**src/rtl/fpu_share_arb.sv**
```systemverilog
// rtl/fpu_share_arb.sv - round-robin sharing of one fixed-latency FPU unit with tag-routed results
module fpu_share_arb #(
  parameter int NREQ    = 4,
  parameter int LATENCY = 1,
  parameter int W       = 32
) (
  input  logic              aclk,
  input  logic              aresetn,
  input  logic [NREQ-1:0]   req_valid,
  input  logic [NREQ*W-1:0] req_data,
  output logic [NREQ-1:0]   req_ready,
  input  logic              hold,
  output logic [W-1:0]      unit_a_data,
  output logic              unit_a_valid,
  input  logic [W-1:0]      unit_c_data,
  input  logic              unit_c_valid,
  output logic [NREQ-1:0]   resp_valid,
  output logic [W-1:0]      resp_data,
  output logic              busy,
  output logic              err
);

  localparam int IW = (NREQ > 1) ? $clog2(NREQ) : 1;
  localparam int CW = $clog2(LATENCY + 3) + 1;

  logic [IW-1:0] ptr;
  logic [IW-1:0] grant_id;
  logic [IW-1:0] issue_id;
  logic          accept;

  logic [LATENCY-1:0] tag_v;
  logic [IW-1:0]      tag_id [LATENCY];
  logic               tail_v;
  logic [IW-1:0]      tail_id;
  logic               lost;

  logic [CW-1:0] count;
  logic [CW-1:0] count_nxt;

  assign tail_v  = tag_v[LATENCY-1];
  assign tail_id = tag_id[LATENCY-1];
  assign lost    = tail_v & ~unit_c_valid;
  assign busy    = (count != '0);

  // Round-robin scan from ptr; the lowest offset with a valid request wins.
  // Gated by aresetn so req_ready reads zero while reset is held.
  always_comb begin
    int idx;
    idx       = 0;
    grant_id  = '0;
    accept    = 1'b0;
    req_ready = '0;
    if (aresetn && !hold) begin
      for (int k = NREQ - 1; k >= 0; k--) begin
        idx = (int'(ptr) + k) % NREQ;
        if (req_valid[idx]) begin
          grant_id = IW'(idx);
          accept   = 1'b1;
        end
      end
    end
    if (accept) req_ready[grant_id] = 1'b1;
  end

  // Pointer advance past the granted requester and the registered issue stage.
  always_ff @(posedge aclk or negedge aresetn) begin
    if (!aresetn) begin
      ptr          <= '0;
      unit_a_valid <= 1'b0;
      unit_a_data  <= '0;
      issue_id     <= '0;
    end else begin
      unit_a_valid <= accept;
      if (accept) begin
        ptr         <= (grant_id == IW'(NREQ - 1)) ? '0 : grant_id + IW'(1);
        unit_a_data <= req_data[int'(grant_id)*W +: W];
        issue_id    <= grant_id;
      end
    end
  end

  // Tag pipeline mirrors the unit latency so the tail lines up with unit_c_valid.
  always_ff @(posedge aclk or negedge aresetn) begin
    if (!aresetn) begin
      tag_v <= '0;
      for (int i = 0; i < LATENCY; i++) tag_id[i] <= '0;
    end else begin
      tag_v[0]  <= unit_a_valid;
      tag_id[0] <= issue_id;
      for (int i = 1; i < LATENCY; i++) begin
        tag_v[i]  <= tag_v[i-1];
        tag_id[i] <= tag_id[i-1];
      end
    end
  end

  // Route the result to its issuer; any disagreement between unit and tags is sticky.
  always_ff @(posedge aclk or negedge aresetn) begin
    if (!aresetn) begin
      resp_valid <= '0;
      resp_data  <= '0;
      err        <= 1'b0;
    end else begin
      resp_valid <= '0;
      if (unit_c_valid && tail_v) resp_valid[tail_id] <= 1'b1;
      if (unit_c_valid) resp_data <= unit_c_data;
      if (unit_c_valid != tail_v) err <= 1'b1;
    end
  end

  // Outstanding count: accepts in, responses and lost results out, clamped to its legal range.
  always_comb begin
    int c;
    c = int'(count) + int'(accept) - int'(|resp_valid) - int'(lost);
    if (c < 0) c = 0;
    if (c > LATENCY + 2) c = LATENCY + 2;
    count_nxt = CW'(c);
  end

  // Outstanding count register.
  always_ff @(posedge aclk or negedge aresetn) begin
    if (!aresetn) count <= '0;
    else          count <= count_nxt;
  end

endmodule

```
**config.mk**
```make
export PLATFORM = sky130hd
export DESIGN_NAME = fpu_share_arb
export DESIGN_NICKNAME = d
export VERILOG_FILES = /design/src/rtl/fpu_share_arb.sv
export SDC_FILE = /design/constraint.sdc
export NUM_CORES = 1
export LEC_CHECK = 0
export ABC_AREA = 1
export CORE_MARGIN = 5
export CORE_UTILIZATION = 30
export DETAILED_ROUTE_END_ITERATION = 7
export HOLD_SLACK_MARGIN = 0.06
export PLACE_DENSITY = 0.61
export SYNTH_ARGS = -nofsm -noshare
export SYNTH_HDL_FRONTEND = slang
export SYNTH_SLANG_ARGS = --single-unit
```
**constraint.sdc**
```tcl
create_clock -name aclk -period 3.1 [get_ports aclk]
set_clock_uncertainty 0.05 [all_clocks]
set_input_delay 0.31 -clock aclk [delete_from_list [all_inputs] [get_ports aclk]]
set_output_delay 0.31 -clock aclk [all_outputs]
set_load 0.02 [all_outputs]
```
=== Word level (Yosys, flattened, before mapping) ===
Index checks and enable logic that the tools add are counted.

* Add/subtract/negate cells: 7
* Magnitude comparators: 10
* Equality and inequality tests: 2
* Shifts and indexed selects: 1
* Muxes and demuxes: 30
* Bitwise logic cells: 5
* Reduce and logical (&&, ||, !) cells: 10

{| class="wikitable"
|+ Operator list
! operator !! number
|-
| $shiftx A128 B8 Y32 || 1
|-
| $gt A32 B3 Y1 const B || 1
|-
| $mux W32 || 1
|-
| $mux W1 || 14
|-
| $lt A3 B4 Y1 const B || 3
|-
| $mux W2 || 6
|-
| $lt A2 B3 Y1 const B || 3
|-
| $bmux W1 S2 || 4
|-
| $mux W4 || 2
|-
| $lt A6 B1 Y1 const B || 1
|-
| $reduce_or A2 Y1 || 3
|-
| $sub A5 B2 Y6 || 1
|-
| $sub A4 B1 Y5 || 1
|-
| $add A2 B1 Y2 const B || 2
|-
| $add A2 B2 Y2 const B || 2
|-
| $add A3 B1 Y4 || 1
|-
| $demux W1 S2 || 2
|-
| $ge A2 B1 Y1 const B || 2
|-
| $logic_and A1 B1 Y1 || 4
|-
| $reduce_or A4 Y1 || 1
|-
| $and A1 B1 Y1 const A || 3
|-
| $mux W3 || 1
|-
| $reduce_bool A3 Y1 || 1
|-
| $eq A2 B2 Y1 const B || 1
|-
| other kinds (4) || 4
|}

* Register bits: 80
* Bits of input ports: 168
* Output and inout port bits: 75
* Word-level logic and storage cells: 75

=== Longest topological paths before layout ===
* Depth after elaboration: 18
* Gate-level depth with buffers: 19
* Depth with buffers taken out: 17

=== Worst setup path before layout ===
Ideal clock, no wire load.

* Path type: register to register
* Start: reg ptr[0]
* End: reg count[0]
* Setup time: 126 ps
* Arrival time: 2721 ps
* Required time: 2924 ps
* Path slack: 203 ps
* Cell stages (with the launch flop): 19
* Buffers on the path: 2
* Clock period less this slack: 2897 ps
* Cells stage by stage: dfrtp_1 buf_4 o21ai_0 or2_1 inv_1 nand2_1 nand2_1 inv_2 buf_1 ha_1 inv_1 fa_1 xnor2_1 and3_1 a21oi_1 nand2_1 o21ai_0 inv_1 o21ai_0

* Longest elaborated chain between the ends: 16
* Elaborated cells between the ends (all ways): 26
* Those cells by class: 6 x add/sub; 2 x order compare; 18 x mux

{| class="wikitable"
|+ RTL lines
! item !! RTL line !! text
|-
| start, declared || 26 || <nowiki>logic [IW-1:0] ptr;</nowiki>
|-
| start signal, assigned || 75 || <nowiki>ptr <= (grant_id == IW'(NREQ - 1)) ? '0 : grant_id + IW'(1);</nowiki>
|-
| $add A2 B2 Y2 || 55 || <nowiki>idx = (int'(ptr) + k) % NREQ;</nowiki>
|-
| $bmux W1 S2 || 56 || <nowiki>if (req_valid[idx]) begin</nowiki>
|-
| $mux W1 (implied by the code) (2 in series) || 56 ||
|-
| $mux W1 (3 in series) || 56 ||
|-
| $mux W1 (*) || 56 ||
|-
| $mux W1 (*) || 53 || <nowiki>if (aresetn && !hold) begin</nowiki>
|-
| net accept || 29 || <nowiki>logic accept;</nowiki>
|-
| $add A3 B1 Y4 (*) || 114 || <nowiki>c = int'(count) + int'(accept) - int'(|resp_valid) - int'(lost);</nowiki>
|-
| $sub A4 B1 Y5 (*) || 114 ||
|-
| $sub A5 B2 Y6 (*) || 114 ||
|-
| $lt A6 B1 Y1 || 115 || <nowiki>if (c < 0) c = 0;</nowiki>
|-
| $mux W32 (*) || 115 ||
|-
| $gt A32 B3 Y1 || 116 || <nowiki>if (c > LATENCY + 2) c = LATENCY + 2;</nowiki>
|-
| $mux W3 (*) || 116 ||
|-
| net count_nxt[0] || 38 || <nowiki>logic [CW-1:0] count_nxt;</nowiki>
|-
| end signal, assigned || 123 || <nowiki>else count <= count_nxt;</nowiki>
|-
| end, declared || 37 || <nowiki>logic [CW-1:0] count;</nowiki>
|}

The timed path passes the listed nets; every way through them passes the cells marked *. The select of a mux whose other input is x is not followed.
A chain may end at the register's enable or synchronous reset.

=== Worst setup path after layout ===
* Start: reg ptr[0]
* End: out req_ready[0]

* Longest elaborated chain between the ends: 14
* Elaborated cells between the ends (all ways): 30
* Those cells by class: 3 x add/sub; 2 x order compare; 24 x mux; 1 x reduce/logical

{| class="wikitable"
|+ RTL lines
! item !! RTL line !! text
|-
| $add A2 B2 Y2 || 55 ||
|-
| $bmux W1 S2 || 56 ||
|-
| $mux W1 (implied by the code) (2 in series) || 56 ||
|-
| $mux W2 (4 in series) || 56 ||
|-
| $mux W2 || 53 ||
|-
| $lt A2 B3 Y1 (implied by the code) / $ge A2 B1 Y1 (equally long branches) || 62 || <nowiki>if (accept) req_ready[grant_id] = 1'b1;</nowiki>
|-
| $logic_and A1 B1 Y1 (implied by the code) || 62 ||
|-
| $mux W1 (implied by the code) || 62 ||
|-
| $demux W1 S2 || 62 ||
|-
| $mux W4 (*) || 62 ||
|-
| end, declared || 11 || <nowiki>output logic [NREQ-1:0] req_ready,</nowiki>
|}

Every way passes the cells marked *; elsewhere a longest branch is shown, timed or not. The select of a mux whose other input is x is not followed.

==> impl_metrics.toml <==
[status]
status = "completed"

[grt]
grt_max_degree = 65
grt_overflow_total = 0
grt_pass1_wl_um = 27400
grt_use_total_pct = 17.2
grt_pass1_vias = 5140
antenna_found_initial = 0

[timing]
worst_pin_slew_ns = 0.673
min_period_ns = 2.89
fin_ws_ns = 0.210
finalMaxSlewViolations = 0
setup_violations = 0
setup-tns-final_ns = 0
fin_crit_sh_pct = 93.2
finalHoldViolations = 0
rsz0062_at_grt = "no"
maxSlewHeadroom_pct = 55.1
fmax_ghz = 0.346

[yosys]
synthCells = 791
synthTopCellsByCount = "nand2_1, inv_1, nand3_1, dfrtp_1, clkbuf_1"
synthFlopType = "dfrtp_1"
yosysMostFrequentCell = "nand2_1"
synth_fp_nets = 973
yosysWarnings = 0
yosys.area.top_type = "dfrtp_1"
synth_top_area_share_pct = 39.2
synth_edf_count = 0
postSynthAreaPerCell_um2 = 6.45
synth_cell_type_count = 28
ys_top_cells_by_area = "dfrtp_1, nand2_1, nand3_1"
ys_async_sr_fraction_pct = 100
synth_area_um2 = 5100
yosysSeqAreaShare_pct = 39.2
ys_seq_elements = 80

[setup_path]
critPathRequiredTime_ns = 2.74
critPathCaptureType = "output port"
critPathLaunchType = "flop"
r2r-end = "count[1]"
critPathMaxFanout = 10
worstSetupPathType = "reg -> out"
r2r_slack_ns = 0.27
reg2regPathDepth = 13
crit_arrival_ns = 2.53
reg2reg_from = "resp_valid[1]"

[place]
dpl.cell_count = 1225
place_hpwl_um = 12700
port_buffers = 242
gp_congestion = 0.827
dp_slack_ns = 0.101

[hold_path]
hold_path_depth = 0
holdPathEnd = "tag_id[0]"
min_path_type = "reg -> reg"
worstHoldStart = "issue_id[0]"

[clock_network]
cts_setup_buffers = 0
clk_latency_ns = 0.34
cts_tree = "yes"
cts.htree.levels = 3
clk_pin_slew_ns = 0.06
clock_path_buffers = 2
cts_root_buffer = "clkbuf_16"
cts_sinks = 80
numCtsBuffers = 9

[finish]
nets = 1199
final_util_pct = 48.0
multi_input_area_um2 = 2320
stdcell_count = 1240
diodes = 0
area_growth_pct = 56.5
seq_area_um2 = 2000
nFillCells = 1729
layout-drive-gt1-share_pct = 4.12

[pwr]
power_frac_seq_pct = 33.4
p_leak_nw = 4.41
power_switching_mw = 1.52
clockPowerShare_pct = 23.0
pwr-share-comb_pct = 43.5
vdd.ir_drop.worst_v = 0.000207
power.density_nw_per_um2 = 509
p_int_mw = 2.55
netSwitchingFraction_pct = 37.3

[drt]
via_count = 5411
wl_um = 17100
wire_per_inst_um = 13.8
drc = 0
routed_via_density = 4.36
dr.pass1.iters = 5
antenna_left = 0
drtIter0Drc = 143

[die]
die-area_um2 = 19700
io_pins = 243
die_x_um = 140
design.core.area_um2 = 16600
num_rows = 47
start_util_pct = 30.7
fp.dieH_um = 140

[job]
max-cap-violations = 0
## placed cells by master, fill, tap and decap left out, drive strengths merged
cell type and instances:
inv 158, clkinvlp 1, a21oi 3, clkdlybuf4s50 238
or2 2, o21ai 7, ha 13, or4 1
buf 15, nand3 138, dlymetal6s2s 3, and3 1
and2 1, nor2 9, xnor2 1, clkinv 2
fa 1, dfrtp 80, xor2 2, nor3 4
conb 1, dlygate4sd3 1, clkbuf 11, nand2 327
## cell families (layout without fill, tap and decap cells)
logic type               after synthesis  count (layout)  synth area share, %
AO/OA/AOI/OAI                         10              10                 1.05
XOR/XNOR                               3               3                0.515
adder cells (fa/ha/maj)               14              14                 3.58
buffers and inverters                200             429                 16.1
flip-flops                            80              80                 39.2
other                                  1               1               0.0735
AND/OR/NAND/NOR                      483             483                 39.5
## metal layers
metal  GRT usage, %  up-vias  wire length, um
li1               -     2802                -
met2           26.5      206             7560
met4           5.25        0              290
met1           23.1     2383             7480
met3           5.42       20             1780
met5              0        -                0
## what timing repair did
| item | 4_1_cts | 5_1_grt |
|---|---|---|
| endpoints found under the hold margin | 36 | 0 |
| hold buffers | 1 | 0 |
| setup endpoints to repair | 1 | 6 |
| resized for setup | 1 | 6 |
## sequential cells by signal (all words and copies together) (netlist names)
signal and count:
issue_id 2, err 1, unit_a_data 32, ptr 2
resp_valid 4, count 3, tag_id 2, tag_v 1
unit_a_valid 1, resp_data 32
## final cells by class
cell class,instances,share of cell area (%)
Inverter,158,7.42
Timing Repair Buffer,257,31.8
Clock buffer,11,2.91
Tap cell,220,3.45
Sequential cell,80,25.1
Multi-Input combinational cell,511,29.0
Clock inverter,3,0.266
## power groups by stage
stage	clock network (mW)	registers, mW	logic [mW]
after floorplan	0	1.55	0.837
after detailed placement	0	1.37	1.79
after global placement	0	1.37	1.78
after global routing	1.01	1.39	1.97
after CTS	0.976	1.36	1.79
final	0.937	1.36	1.77
## how the worst max path moves through the flow
stage	start	end
2_1_floorplan	ptr[0]	count[0]
3_3_place_gp	req_valid[1]	req_ready[3]
3_5_place_dp	req_valid[1]	count[1]
4_1_cts	ptr[0]	req_ready[3]
5_1_grt	ptr[0]	req_ready[0]
6_report	ptr[0]	req_ready[0]
## stage by stage
stage                     total power, mW  hold slack [ns]  area (um2)
after floorplan                      2.39          -0.0356        5100
final                                4.07            0.314        7990
after global routing                 4.37            0.336        7990
after detailed placement             3.16            0.312        7700
after CTS                            4.13            0.319        7970
after global placement               3.15            0.313        7700
## worst max-delay path, stage by stage, from the launching register on
cell	delay (ns)
dfrtp_2	0.48
inv_2	0.13
nand2_1	0.07
nand2_1	0.08
nand2_1	0.08
nand2_1	0.07
nand3_1	0.06
nand2_1	0.07
nand2_2	0.06
nand2_2	0.17
ha_1	0.18
inv_1	0.04
nor2_1	0.09
clkdlybuf4s50_1	0.61
No activity file was read; power rests on OpenSTA's default activity.
